`config.mk`:
```
export PLATFORM = sky130hd
export DESIGN_NAME = key_debounce_pulse
export DESIGN_NICKNAME = d
export VERILOG_FILES = /design/src/rtl/key_pkg.sv /design/src/rtl/sync_2ff.sv /design/src/rtl/key_debounce_pulse.sv
export SDC_FILE = /design/constraint.sdc
export NUM_CORES = 1
export LEC_CHECK = 0
export ABC_AREA = 1
export CORE_MARGIN = 5
export CORE_UTILIZATION = 60
export DETAILED_ROUTE_END_ITERATION = 12
export GPL_ROUTABILITY_DRIVEN = 0
export PLACE_DENSITY = 0.8
export SLEW_MARGIN = 40
export SYNTH_ARGS = -nofsm -noshare
export SYNTH_HDL_FRONTEND = slang
export SYNTH_HIERARCHICAL = 1
export SYNTH_SLANG_ARGS = --single-unit
```
`constraint.sdc`:
```
create_clock -name clk -period 2.4 [get_ports clk]
set_input_delay 0.36 -clock clk [delete_from_list [all_inputs] [get_ports clk]]
set_output_delay 0.36 -clock clk [all_outputs]
set_load 0.03 [all_outputs]
```
`src/rtl/key_pkg.sv`:
```
`default_nettype none
// ============================================================================
// Module  : key_pkg
// Purpose : Shared state encoding, default timing constants and counter-width
//           helper for the push-button debounce / auto-repeat block.
// Revision: 1.0 - initial release
// ============================================================================
package key_pkg;

  // Press-tracking FSM states
  typedef enum logic [1:0] {
    IDLE   = 2'b00,
    HELD   = 2'b01,
    REPEAT = 2'b10
  } key_state_t;

  // Defaults assume a 50 MHz clock
  localparam int DEB_CYCLES_DEFAULT    = 1000000;   // 20 ms
  localparam int REPEAT_DELAY_DEFAULT  = 25000000;  // 500 ms
  localparam int REPEAT_PERIOD_DEFAULT = 10000000;  // 200 ms

  // Bits needed to hold (largest of the three limits) - 1; at least one bit
  function automatic int cnt_width(input int a, input int b, input int c);
    int m;
    m = a;
    if (b > m) m = b;
    if (c > m) m = c;
    if (m < 2) return 1;
    return $clog2(m);
  endfunction

endpackage : key_pkg
`default_nettype wire

```
`src/rtl/sync_2ff.sv`:
```
`default_nettype none
// ============================================================================
// Module  : sync_2ff
// Purpose : Two-flop synchroniser bringing an asynchronous level into clk.
// Revision: 1.0 - initial release
// ============================================================================
module sync_2ff (
  input  logic clk,
  input  logic rst,
  input  logic d,
  output logic q
);

  logic s1;
  logic s2;

  // Two-stage capture; reset clears both stages so no stale press survives
  always_ff @(posedge clk or posedge rst) begin
    if (rst) begin
      s1 <= 1'b0;
      s2 <= 1'b0;
    end else begin
      s1 <= d;
      s2 <= s1;
    end
  end

  assign q = s2;

endmodule : sync_2ff
`default_nettype wire

```
`src/rtl/key_debounce_pulse.sv`:
```
`default_nettype none
// ============================================================================
// Module  : key_debounce_pulse
// Purpose : Debounces a raw push-button and produces a one-cycle strobe on
//           each accepted press, plus optional auto-repeat strobes while the
//           button stays held.
// Revision: 1.0 - initial release
// ============================================================================
module key_debounce_pulse
  import key_pkg::*;
#(
  parameter int DEB_CYCLES    = DEB_CYCLES_DEFAULT,
  parameter int REPEAT_DELAY  = REPEAT_DELAY_DEFAULT,
  parameter int REPEAT_PERIOD = REPEAT_PERIOD_DEFAULT
) (
  input  logic clk,
  input  logic rst,
  input  logic pb_in,
  input  logic rep_en,
  output logic level,
  output logic pulse,
  output logic held
);

  localparam int CW = cnt_width(DEB_CYCLES, REPEAT_DELAY, REPEAT_PERIOD);

  localparam logic [CW-1:0] DEB_LAST = CW'(DEB_CYCLES - 1);
  localparam logic [CW-1:0] RD_LAST  = CW'(REPEAT_DELAY - 1);
  localparam logic [CW-1:0] RP_LAST  = CW'(REPEAT_PERIOD - 1);

  logic          pb_sync;
  logic [CW-1:0] deb_cnt;
  logic [CW-1:0] deb_cnt_nxt;
  logic          level_nxt;
  logic          rise;
  logic          fall;

  key_state_t    state;
  key_state_t    state_nxt;
  logic [CW-1:0] rep_cnt;
  logic [CW-1:0] rep_cnt_nxt;
  logic          pulse_nxt;

  sync_2ff u_sync (
    .clk (clk),
    .rst (rst),
    .d   (pb_in),
    .q   (pb_sync)
  );

  // Debounce decision: count consecutive mismatches, accept on the last one
  always_comb begin
    level_nxt   = level;
    deb_cnt_nxt = '0;
    if (pb_sync != level) begin
      if (deb_cnt == DEB_LAST) begin
        level_nxt = pb_sync;
      end else begin
        deb_cnt_nxt = deb_cnt + CW'(1);
      end
    end
  end

  // Edge flags act on the same clock edge that updates level
  assign rise = level_nxt & ~level;
  assign fall = level & ~level_nxt;

  // Debounced level and its mismatch counter
  always_ff @(posedge clk or posedge rst) begin
    if (rst) begin
      level   <= 1'b0;
      deb_cnt <= '0;
    end else begin
      level   <= level_nxt;
      deb_cnt <= deb_cnt_nxt;
    end
  end

  // Press FSM: next state, shared repeat counter and strobe request
  always_comb begin
    state_nxt   = state;
    rep_cnt_nxt = rep_cnt;
    pulse_nxt   = 1'b0;
    case (state)
      IDLE: begin
        rep_cnt_nxt = '0;
        if (rise) begin
          state_nxt = HELD;
          pulse_nxt = 1'b1;
        end
      end
      HELD: begin
        if (fall) begin
          state_nxt   = IDLE;
          rep_cnt_nxt = '0;
        end else if (rep_cnt == RD_LAST) begin
          // Saturates here until auto-repeat is enabled
          if (rep_en) begin
            state_nxt   = REPEAT;
            rep_cnt_nxt = '0;
            pulse_nxt   = 1'b1;
          end
        end else begin
          rep_cnt_nxt = rep_cnt + CW'(1);
        end
      end
      REPEAT: begin
        // A release beats a repeat strobe due on the same edge
        if (fall) begin
          state_nxt   = IDLE;
          rep_cnt_nxt = '0;
        end else if (!rep_en) begin
          state_nxt   = HELD;
          rep_cnt_nxt = RD_LAST;
        end else if (rep_cnt == RP_LAST) begin
          rep_cnt_nxt = '0;
          pulse_nxt   = 1'b1;
        end else begin
          rep_cnt_nxt = rep_cnt + CW'(1);
        end
      end
      default: begin
        state_nxt   = IDLE;
        rep_cnt_nxt = '0;
      end
    endcase
  end

  // FSM state, repeat counter and registered strobe
  always_ff @(posedge clk or posedge rst) begin
    if (rst) begin
      state   <= IDLE;
      rep_cnt <= '0;
      pulse   <= 1'b0;
    end else begin
      state   <= state_nxt;
      rep_cnt <= rep_cnt_nxt;
      pulse   <= pulse_nxt;
    end
  end

  assign held = (state == REPEAT);

endmodule : key_debounce_pulse
`default_nettype wire

```
==> results_tabular.tex <==
\begin{tabular}{lr}
\hline
Metric & Value \\
\hline
\multicolumn{2}{l}{\textbf{Status}} \\
\quad Outcome & finished clean \\
\multicolumn{2}{l}{\textbf{Job}} \\
\quad Number of max-capacitance violations reported & 0 \\
\multicolumn{2}{l}{\textbf{Pwr}} \\
\quad Worst voltage drop across the vdd grid & $\sim$0.00036 V \\
\quad Power density normalized to cell area & approximately 390 nW/um2 \\
\quad Total leakage power & between 1.5 and 2 nW \\
\quad Power consumption & between 0.0015 and 0.002 W \\
\multicolumn{2}{l}{\textbf{Detailed routing}} \\
\quad DRT Wirelength & between 8000 and 9000 um \\
\quad First-pass detailed-route iteration total & 5 \\
\quad Routed vias & around 3,400 \\
\quad Final ANT Viol Nets & 0 \\
\quad Ratio of routed vias to standard cells & around 5.5 \\
\quad Initial detailed-routing violation count & $\sim$280 \\
\quad Drt drc & 0 \\
\quad Routed wirelength normalized by instance count & 13.4 um \\
\multicolumn{2}{l}{\textbf{Setup path}} \\
\quad Stage delay of the slowest cell on the critical path & about 0.70 ns \\
\quad Number of buffers and inverters on the critical path & 2 \\
\quad Required time at the endpoint of the critical path & 2.04 ns \\
\quad Worst setup path class & reg -> out \\
\quad Reg-to-reg setup timing slack & roughly 0.36 ns \\
\quad Cell-by-cell listing of the critical path & inv\_1, ha\_1, clkdlybuf4s50\_1 \\
\quad Top fanout value on the critical path & 4 \\
\quad Nature of the critical path startpoint & flop \\
\quad Critical-path top delay cell & sky130\_fd\_sc\_hd\_\_clkdlybuf4s50\_1 \\
\quad Top Family by Delay on Critical Path & buffers and inverters \\
\quad Element type at the critical path end & output port \\
\quad WP data arrival & 1.78 ns \\
\multicolumn{2}{l}{\textbf{Floorplanning}} \\
\quad Height of the die & 89.0 um \\
\quad Floorplan row count & 28 \\
\quad Die outline area & 7910 um2 \\
\quad Core box area & $\sim$6000 um2 \\
\quad Initial Utilization & 0.624 \\
\quad Ports placed on the boundary & 7 \\
\quad X dimension of the die & just under 90 um \\
\multicolumn{2}{l}{\textbf{Global route}} \\
\quad First-pass GRT wire length & about 15,000 um \\
\quad Overflow left after global routing & 0 \\
\quad Number of antenna violations at the first check in global routing & 0 \\
\quad Pin count of the biggest net entering global routing & 26 \\
\quad Overall Global Routing Usage & 0.235 \\
\quad Via count of the first global-routing pass & 3,207 \\
\multicolumn{2}{l}{\textbf{Finish}} \\
\quad Layout overhead on the synthesized area & 6.05\% \\
\quad Area used by sequential logic in the layout & 1400 um2 \\
\quad Antenna cells & 0 \\
\quad Share of cells above drive strength 1 & 0.102 \\
\quad Most frequent standard cell in the layout excluding fill and tap cells & sky130\_fd\_sc\_hd\_\_nand2\_1 \\
\quad Area of combinational cells with multiple inputs & roughly 2000 um2 \\
\quad Final instance count without filler cells & 625 \\
\quad Fillers & about 530 \\
\quad Highest-count cells in the layout ignoring fill and taps & 160 x sky130\_fd\_sc\_hd\_\_nand2\_1, 69 x sky130\_fd\_sc\_hd\_\_nor2\_1, 68 x sky130\_fd\_sc\_hd\_\_inv\_1, 56 x sky130\_fd\_sc\_hd\_\_dfrtp\_1, 37 x sky130\_fd\_sc\_hd\_\_nand3\_1 \\
\quad Final \#Nets & between 500 and 600 \\
\multicolumn{2}{l}{\textbf{STA}} \\
\quad Clock period minus worst slack & 2.14 ns \\
\quad Summed negative setup slack over all endpoints & 0 ns \\
\quad Transition time at the pin with the least slew margin & roughly 0.65 ns \\
\quad WHS & between 0.2 and 0.25 ns \\
\quad Setup skew after layout & approximately 0.011 ns \\
\quad Endpoints failing setup & 0 \\
\quad Worst slew slack as a fraction of its limit & 0.566 \\
\quad Final count of pins violating max slew & 0 \\
\quad Fmax & about 470 MHz \\
\quad Hold violation total from the final report & 0 \\
\quad Ratio of final minimum period to clock period & 0.891 \\
\quad Setup repair after global routing missed its margin & no \\
\multicolumn{2}{l}{\textbf{Clocking}} \\
\quad Worst-Skew Late Latency & 0.32 ns \\
\quad Number of hold buffers added after CTS & 0 \\
\quad Root Buffer Master & sky130\_fd\_sc\_hd\_\_clkbuf\_8 \\
\quad CTS H-tree lvls & 2 \\
\quad Cts repair resizes & 0 \\
\quad TritonCTS Buffers & 5 \\
\quad Number of sinks driven by the clock tree & 56 \\
\quad Clock-pin slew on the worst setup and hold paths & 0.11 ns \\
\quad TritonCTS clock tree & built \\
\quad Post-CTS setup buffer count & 0 \\
\quad Clk buf depth & 2 \\
\multicolumn{2}{l}{\textbf{Synthesis}} \\
\quad Gate count after technology mapping & roughly 540 \\
\quad Mapped cell area & roughly 3700 um2 \\
\quad Share of async-settable or async-resettable flops after synthesis & 1.00 \\
\quad Synth Net Count & around 550 \\
\quad Mean Syn Cell Area & just under 7 um2 \\
\quad Share of the yosys chip area belonging to registers & 0.375 \\
\quad Count of synthesis-stage warnings from yosys & 6 \\
\quad Most used flip-flop cell after synthesis & sky130\_fd\_sc\_hd\_\_dfrtp\_1 \\
\quad Number of storage elements in the synthesis netlist & 56 \\
\quad Number of enable-type register cells in the synthesized netlist & 0 \\
\quad Count of cell types in the netlist & 34 \\
\multicolumn{2}{l}{\textbf{Min path}} \\
\quad Path category of the worst min-delay check & in -> async \\
\multicolumn{2}{l}{\textbf{Placement}} \\
\quad HPWL after DPL & 6410 um \\
\quad Post-Place Cells & roughly 620 \\
\quad Input/output buffers & 6 \\
\hline
\end{tabular}
-- cell usage after synthesis (2+ instances only) --
cell | count | area [um2]
sky130_fd_sc_hd__nor3_2 | 3 | 30.0
sky130_fd_sc_hd__inv_1 | 69 | 259
sky130_fd_sc_hd__inv_2 | 9 | 33.8
sky130_fd_sc_hd__o21ai_0 | 10 | 50.1
sky130_fd_sc_hd__nor4_1 | 4 | 25.0
sky130_fd_sc_hd__nor2_2 | 7 | 43.8
sky130_fd_sc_hd__ha_1 | 6 | 75.1
sky130_fd_sc_hd__nor2_1 | 69 | 259
sky130_fd_sc_hd__nand2_2 | 14 | 87.6
sky130_fd_sc_hd__nand3_2 | 2 | 20.0
sky130_fd_sc_hd__nor3_1 | 17 | 85.1
sky130_fd_sc_hd__dfrtp_1 | 56 | 1400
sky130_fd_sc_hd__xor2_1 | 20 | 175
sky130_fd_sc_hd__buf_6 | 2 | 22.5
sky130_fd_sc_hd__nand2_4 | 2 | 22.5
sky130_fd_sc_hd__nand4_1 | 16 | 100
sky130_fd_sc_hd__nor2_4 | 6 | 67.6
sky130_fd_sc_hd__nand3_1 | 37 | 185
sky130_fd_sc_hd__xnor2_1 | 2 | 17.5
sky130_fd_sc_hd__a21oi_1 | 14 | 70.1
sky130_fd_sc_hd__nand2_1 | 160 | 601
-- kinds of logic (layout without fill, tap and decap cells) --
family,Yosys count,in the layout,share of synthesized area
AOI/OAI and AO/OA,29,29,0.0415
and+or+nand+nor,341,341,0.420
xor gates and xnor gates,22,22,0.0515
DFF,56,56,0.375
adders and majority gates,6,6,0.0201
buffers and inverters,84,96,0.0923
-- where the power goes --
| part | total, W | internal, W | switching, W |
|---|---|---|---|
| Sequential | 0.000954 | 0.000948 | 0.00000544 |
| Clock | 0.000530 | 0.000209 | 0.000320 |
| Combinational | 0.0000542 | 0.0000162 | 0.0000380 |
| Total | 0.00154 | 0.00117 | 0.000364 |
-- registers in the layout, indices dropped and copies added, names as in the netlist --
signal,count
state,2
level,1
rep_cnt,25
u_sync/q,1
pulse,1
u_sync/s1,1
deb_cnt,25
-- routing by layer --
metal,GRT usage,routed length (um),up-vias,part of all wire
li1,-,-,1710,-
met1,0.347,4040,1589,0.48
met2,0.350,3670,138,0.44
met3,0.0424,597,12,0.071
met4,0.0785,91,0,0.011
met5,0,0,-,0
-- stage by stage --
stage          setup WS [ns]  cell area, um2  utilization
2_1_floorplan          0.719            3740            -
3_3_place_gp           0.444            3880        0.648
3_5_place_dp           0.398            3880        0.648
4_1_cts                0.266            3970        0.662
5_1_grt                0.130            3970        0.662
6_report               0.261            3970        0.662
-- area by class of cell --
| type | instances | area share |
|---|---|---|
| Clock buffer | 6 | 0.0183 |
| Inverter | 79 | 0.0747 |
| Tap cell | 75 | 0.0237 |
| Multi-Input combinational cell | 398 | 0.503 |
| Timing Repair Buffer | 9 | 0.0240 |
| Sequential cell | 56 | 0.353 |
| Clock inverter | 2 | 0.00347 |
-- path summary, 6_finish.rpt --
path / startpoint / to / cells after the start
hold reg to reg: u_sync/s1$_DFF_PP0_ / u_sync/q$_DFF_PP0_ / 0
hold / removal: rst / u_sync/q$_DFF_PP0_ / 2
max in group asynchronous: rst / rep_cnt[19]$_DFFE_PP0P_ / 3
setup / recovery: state[0]$_DFFE_PP0P_ / held / 3
setup reg to reg: deb_cnt[0]$_DFF_PP0_ / rep_cnt[15]$_DFFE_PP0P_ / 11
min in group clk: u_sync/s1$_DFF_PP0_ / u_sync/q$_DFF_PP0_ / 0
-- worst register-to-register path, cell delays in order, from the launching register on --
cell and delay [ns]:
sky130_fd_sc_hd__dfrtp_1 0.43, sky130_fd_sc_hd__ha_1 0.19, sky130_fd_sc_hd__nand2_1 0.11, sky130_fd_sc_hd__nor2_4 0.16, sky130_fd_sc_hd__inv_2 0.06, sky130_fd_sc_hd__nor2_4 0.12, sky130_fd_sc_hd__nand3_4 0.12, sky130_fd_sc_hd__nand4_1 0.16
sky130_fd_sc_hd__nand2_1 0.10, sky130_fd_sc_hd__inv_2 0.24, sky130_fd_sc_hd__nand2_1 0.17, sky130_fd_sc_hd__nor2_1 0.11
Note: power is estimated with default switching activity, not from simulation.
